<file path="src/rtl/lsu_ctrl.sv">
// MEM-stage load/store sequencer: issues one data-memory transaction per op,
// stalls the pipeline until it completes and hands lane controls to WB.
`timescale 1ns/1ps
module lsu_ctrl #(
  parameter int ADDR_W = 32
) (
  input  logic              clk,
  input  logic              resetn,
  input  logic              mem_valid,
  input  logic              mem_load,
  input  logic              mem_store,
  input  logic [1:0]        mem_size,
  input  logic              mem_unsigned,
  input  logic [ADDR_W-1:0] mem_addr,
  input  logic [31:0]       mem_wdata,
  input  logic              pipe_advance,
  input  logic              flush,
  output logic              data_req,
  output logic              data_wr,
  output logic [1:0]        data_size,
  output logic [ADDR_W-1:0] data_addr,
  output logic [3:0]        data_wstrb,
  output logic [31:0]       data_wdata,
  input  logic              data_addr_ok,
  input  logic              data_data_ok,
  input  logic [31:0]       data_rdata,
  output logic              stall,
  output logic              adel,
  output logic              ades,
  output logic              ld_valid,
  output logic [3:0]        ld_memtoreg,
  output logic [1:0]        ld_offset,
  output logic              ld_lu,
  output logic [31:0]       ld_rdata
);

  typedef enum logic [1:0] {IDLE, REQ, WAIT, HOLD} state_t;

  state_t            r_state, w_state_next;
  logic              r_cancel, w_cancel_next;
  logic [ADDR_W-1:0] r_addr;
  logic [1:0]        r_size;
  logic              r_wr, r_lu;
  logic [3:0]        r_wstrb;
  logic [31:0]       r_wdata;
  logic [3:0]        r_ld_mask;
  logic [1:0]        r_ld_off;
  logic              r_ld_lu;
  logic [31:0]       r_ld_rdata;

  logic              w_idle, w_misalign, w_new_op, w_ld_load;
  logic [1:0]        w_size;
  logic [3:0]        w_strb, w_ld_mask;
  logic [31:0]       w_wdata;

  assign w_idle     = (r_state == IDLE);
  assign w_size     = (mem_size == 2'd3) ? 2'd2 : mem_size;
  assign w_misalign = ((w_size == 2'd1) && mem_addr[0]) ||
                      ((w_size == 2'd2) && (mem_addr[1:0] != 2'b00));
  assign w_new_op   = w_idle && mem_valid && (mem_load || mem_store) &&
                      !w_misalign && !flush;

  assign adel = w_idle && mem_valid && mem_load  && w_misalign;
  assign ades = w_idle && mem_valid && mem_store && w_misalign;

  // Store lanes: strobes and replicated data so any lane sees the operand
  always_comb begin
    w_strb  = 4'b1111;
    w_wdata = mem_wdata;
    case (w_size)
      2'd0: begin
        w_strb  = 4'b0001 << mem_addr[1:0];
        w_wdata = {4{mem_wdata[7:0]}};
      end
      2'd1: begin
        w_strb  = 4'b0011 << {mem_addr[1], 1'b0};
        w_wdata = {2{mem_wdata[15:0]}};
      end
      default: ;
    endcase
    if (!mem_store) w_strb = 4'b0000;
  end

  always_comb begin
    w_ld_mask = 4'b1111;
    case (r_size)
      2'd0:    w_ld_mask = 4'b0001;
      2'd1:    w_ld_mask = 4'b0011;
      default: w_ld_mask = 4'b1111;
    endcase
    if (r_wr) w_ld_mask = 4'b0000;
  end

  always_comb begin
    w_state_next  = r_state;
    w_cancel_next = r_cancel;
    w_ld_load     = 1'b0;
    case (r_state)
      IDLE: if (w_new_op) w_state_next = REQ;
      REQ: begin
        if (flush) w_cancel_next = 1'b1;
        if (data_addr_ok) w_state_next = WAIT;
      end
      WAIT: begin
        if (flush) w_cancel_next = 1'b1;
        if (data_data_ok) begin
          if (r_cancel || flush) begin
            w_state_next = IDLE;
          end else begin
            w_state_next = HOLD;
            w_ld_load    = 1'b1;
          end
        end
      end
      HOLD: if (pipe_advance || flush) w_state_next = IDLE;
      default: w_state_next = IDLE;
    endcase
    if (w_state_next == IDLE) w_cancel_next = 1'b0;
  end

  always_ff @(posedge clk) begin
    if (!resetn) begin
      r_state    <= IDLE;
      r_cancel   <= 1'b0;
      r_addr     <= '0;
      r_size     <= 2'd0;
      r_wr       <= 1'b0;
      r_lu       <= 1'b0;
      r_wstrb    <= 4'b0000;
      r_wdata    <= 32'd0;
      r_ld_mask  <= 4'b0000;
      r_ld_off   <= 2'd0;
      r_ld_lu    <= 1'b0;
      r_ld_rdata <= 32'd0;
    end else begin
      r_state  <= w_state_next;
      r_cancel <= w_cancel_next;
      if (w_new_op) begin
        r_addr  <= mem_addr;
        r_size  <= w_size;
        r_wr    <= mem_store;
        r_lu    <= mem_unsigned;
        r_wstrb <= w_strb;
        r_wdata <= w_wdata;
      end
      if ((r_state == WAIT) && data_data_ok) r_ld_rdata <= data_rdata;
      if (w_ld_load) begin
        r_ld_mask <= w_ld_mask;
        r_ld_off  <= r_addr[1:0];
        r_ld_lu   <= r_lu;
      end
    end
  end

  assign stall       = w_new_op || (r_state == REQ) || (r_state == WAIT);
  assign data_req    = (r_state == REQ);
  assign data_wr     = r_wr;
  assign data_size   = r_size;
  assign data_addr   = r_addr;
  assign data_wstrb  = r_wstrb;
  assign data_wdata  = r_wdata;
  assign ld_valid    = (r_state == HOLD) && !r_wr;
  assign ld_memtoreg = r_ld_mask;
  assign ld_offset   = r_ld_off;
  assign ld_lu       = r_ld_lu;
  assign ld_rdata    = r_ld_rdata;

endmodule

</file>
<file path="config.mk">
export PLATFORM = sky130hd
export DESIGN_NAME = lsu_ctrl
export DESIGN_NICKNAME = d
export VERILOG_FILES = /design/src/rtl/lsu_ctrl.sv
export SDC_FILE = /design/constraint.sdc
export NUM_CORES = 1
export LEC_CHECK = 0
export CAP_MARGIN = 5
export CELL_PAD_IN_SITES_DETAIL_PLACEMENT = 0
export CELL_PAD_IN_SITES_GLOBAL_PLACEMENT = 1
export CORE_MARGIN = 3
export CORE_UTILIZATION = 26
export DETAILED_ROUTE_END_ITERATION = 6
export PLACE_DENSITY = 0.73
export SLEW_MARGIN = 20
export SYNTH_ARGS = -nofsm -noshare
export SYNTH_HDL_FRONTEND = slang
export SYNTH_SLANG_ARGS = --single-unit
</file>
<file path="constraint.sdc">
create_clock -name clk -period 1.85 [get_ports clk]
set_clock_uncertainty 0.05 [all_clocks]
set_input_delay 0.37 -clock clk [delete_from_list [all_inputs] [get_ports clk]]
set_output_delay 0.37 -clock clk [all_outputs]
set_load 0.01 [all_outputs]
</file>
==> flow_summary.toml <==
[outcome]
status = "finished, violations left"
violations = "setup timing"

[logic_synthesis]
synth_seq_area_share_pct = 48.4
synth_edf_count = 0
ys_async_sr_fraction_pct = 0
yosysTopAreaCellShare_pct = 48.4
synthDistinctLibCells = 33
netlist_area_um2 = 4670
syn_nets = 657
synth_ff_type = "dfxtp_1"
ys_warn_count = 0
syn_avg_cell_area_um2 = 8.57
yosys.area.top_type = "dfxtp_1"
synthTopCellsByArea = "dfxtp_1 (48%), nand2_1 (16%), a21boi_1 (14%)"
syn-instance-count = 545
ys_ff_latch = 113

[setup_path]
rr_worst_depth = 7
slowest_stage = "clkdlybuf4s50_1"
cpPeakStageDelay_ns = 0.49
r2r_start = "r_state[0]"
reg2reg_setup_slack_ns = 0.10
crit_family = "buffers and inverters"
crit_fanout = 2
worst-path-buf-inv = 3
criticalPathCategory = "input port to output pin"
critical_path.cell_chain = "clkdlybuf4s50_1 > a21o_1 > buf_4 > a211oi_4 > or3_1 > buf_2"
crit_path_start_kind = "input port"
endpoint_kind = "output pin"
arrival_ns = 1.68
r2r-end = "r_cancel"
required_ns = 1.43

[worst_hold_path]
hold_start = "resetn"
hold_path.class = "input port to flip-flop"
holdPathEnd = "data_wdata[19]"
worstHoldPathCells = 2

[sta]
hold_slack_ns = 0.374
worst_pin_slew_ns = 0.452
period_minus_slack_ns = 2.10
min_period_over_period_pct = 114
slew_headroom_pct = 69.9
hold_violations = 0
finalSetupViolations = 4
tns_ns = -0.382
drv_slew = 0
fin_ws_ns = -0.251
rsz0062_at_grt = "true"
max_freq_mhz = 476

[routing]
wl_per_cell_um = 15.4
antenna_left = 0
drcViolationCount = 0
vias = 4609
dr.pass1.iters = 4
drt_iter0_drc = 167
wl_um = 15700
viasPerCell = 4.52

[floorplanning]
initial_core_util_pct = 26.8
io_pins = 223
die_y_um = 140
design.core.area_um2 = 17400
num_rows = 48
die_w_um = 140
die_area_um2 = 19600

[grt]
gr-usage-all-layers_pct = 16.2
antenna_found_initial = 0
grt_max_degree = 40
grt_pass1_vias = 4867
grt_pass1_wl_um = 25500
overflow = 0

[placement]
place_area_um2 = 7310
dp_slack_ns = -0.741
io_buffer_count = 222
place.gp.congestion = 0.865
place.detailed.hpwl_um = 11300

[pwr]
power_density_nw_per_um2 = 837
vdd_drop_max_uv = 647
p_leak_nw = 3.20
power_w = 0.00676

[final_layout]
nNetsFinal = 893
fill_cells = 1641
drive_gt1_share_pct = 10.3
syn2layout_area_growth_pct = 72.7
design_area_um2 = 8070
antenna_cells = 0
layout_commonest_cell = "clkdlybuf4s50_1"
final_cell_mix = "clkdlybuf4s50_1 (213), nand2_1 (198), dfxtp_1 (111)"

[job]
maxCapViolations = 0

[clock_network]
cts_buffers = 17
htreeDepth = 4
clk_pin_slew_ns = 0.05
cts_tree = "built"
clock-root-buffer = "clkbuf_16"
clock_latency_ns = 0.41
ctsHoldBuffers = 0
max-clock-path-buffers = 2
cts_sinks = 113
## Yosys cell counts (2+ instances only)
library cell and instances:
buf_2 10, o211a_1 16, a21o_1 2, nor2_1 5, a21boi_1 89, buf_1 2, ha_1 4, dfxtp_1 113
o21ai_0 10, mux2i_1 27, a21oi_1 4, o211ai_1 4, nand2_1 198, and2_1 4, clkbuf_1 28, nand3b_1 3
inv_1 5, nor2b_1 6
## worst max path at each step
| stage | from | end | slack [ns] | depth (start not counted) |
|---|---|---|---|---|
| finish | mem_addr[1] | stall | -0.25 | 6 |
| global route | mem_store | stall | -0.31 | 5 |
| CTS | r_state[0] | stall | -0.26 | 6 |
| detailed placement | mem_size[1] | data_wdata[21] | -0.74 | 7 |
| global placement | mem_size[1] | data_wdata[20] | -0.70 | 7 |
| floorplan | r_state[0] | stall | 0.006 | 6 |
## flip-flops by register name, indices dropped and copies added, names as in the netlist
| name | count |
|---|---|
| data_wr | 1 |
| ld_memtoreg | 3 |
| r_cancel | 1 |
| ld_lu | 1 |
| data_addr | 32 |
| data_wstrb | 4 |
| ld_rdata | 32 |
| data_wdata | 32 |
| data_size | 2 |
| r_lu | 1 |
| r_state | 2 |
| ld_offset | 2 |
## cell type report
cell class              count  area [um^2]  share of cell area (%)
clock buffers              21          460                    5.70
clock inverters            11          160                    1.98
inverters                   5         18.8                   0.232
multi-input cells         386         2270                    28.2
flip-flops and latches    113         2260                    28.1
well taps                 225          282                    3.49
repair buffers            258         2610                    32.4
## routing by layer
metal  track usage, %  up-vias  share of wire [%]
met5                0        -                  0
met3             6.79       19                8.6
met4             5.15        0                1.5
met1             19.3     2131                 43
li1                 -     2294                  -
met2             26.8      165                 47
## logic make-up (layout without fill, tap and decap cells)
kind of cell	after synthesis	count (layout)	synth area share (%)
fa+ha+maj	4	4	1.07
flops	113	113	48.4
compound gates	131	131	21.3
simple gates	224	224	19.4
buf+inv	46	295	4.04
mux	27	27	5.78
## stage by stage
stage / instances / util, %
6_report: 1019 / 46.4
5_1_grt: 1019 / 46.4
4_1_cts: 1019 / 46.1
3_5_place_dp: 982 / 41.9
3_3_place_gp: 982 / 41.9
2_1_floorplan: 545 / -
## what timing repair did
| action | 4_1_cts | 5_1_grt |
|---|---|---|
| cloned | 2 | 0 |
| endpoints found under the hold margin | 0 | 0 |
| setup endpoints to repair | 53 | 48 |
| gates resized for setup | 35 | 9 |
| pin swaps | 6 | 4 |
| buffers inserted | 3 | 0 |
## report_power, final
group          total (W)  switching [W]  internal (W)
logic           0.000776       0.000304      0.000472
clock network    0.00345        0.00114       0.00231
registers        0.00253      0.0000350       0.00250
(Power assumes the default switching activity.)
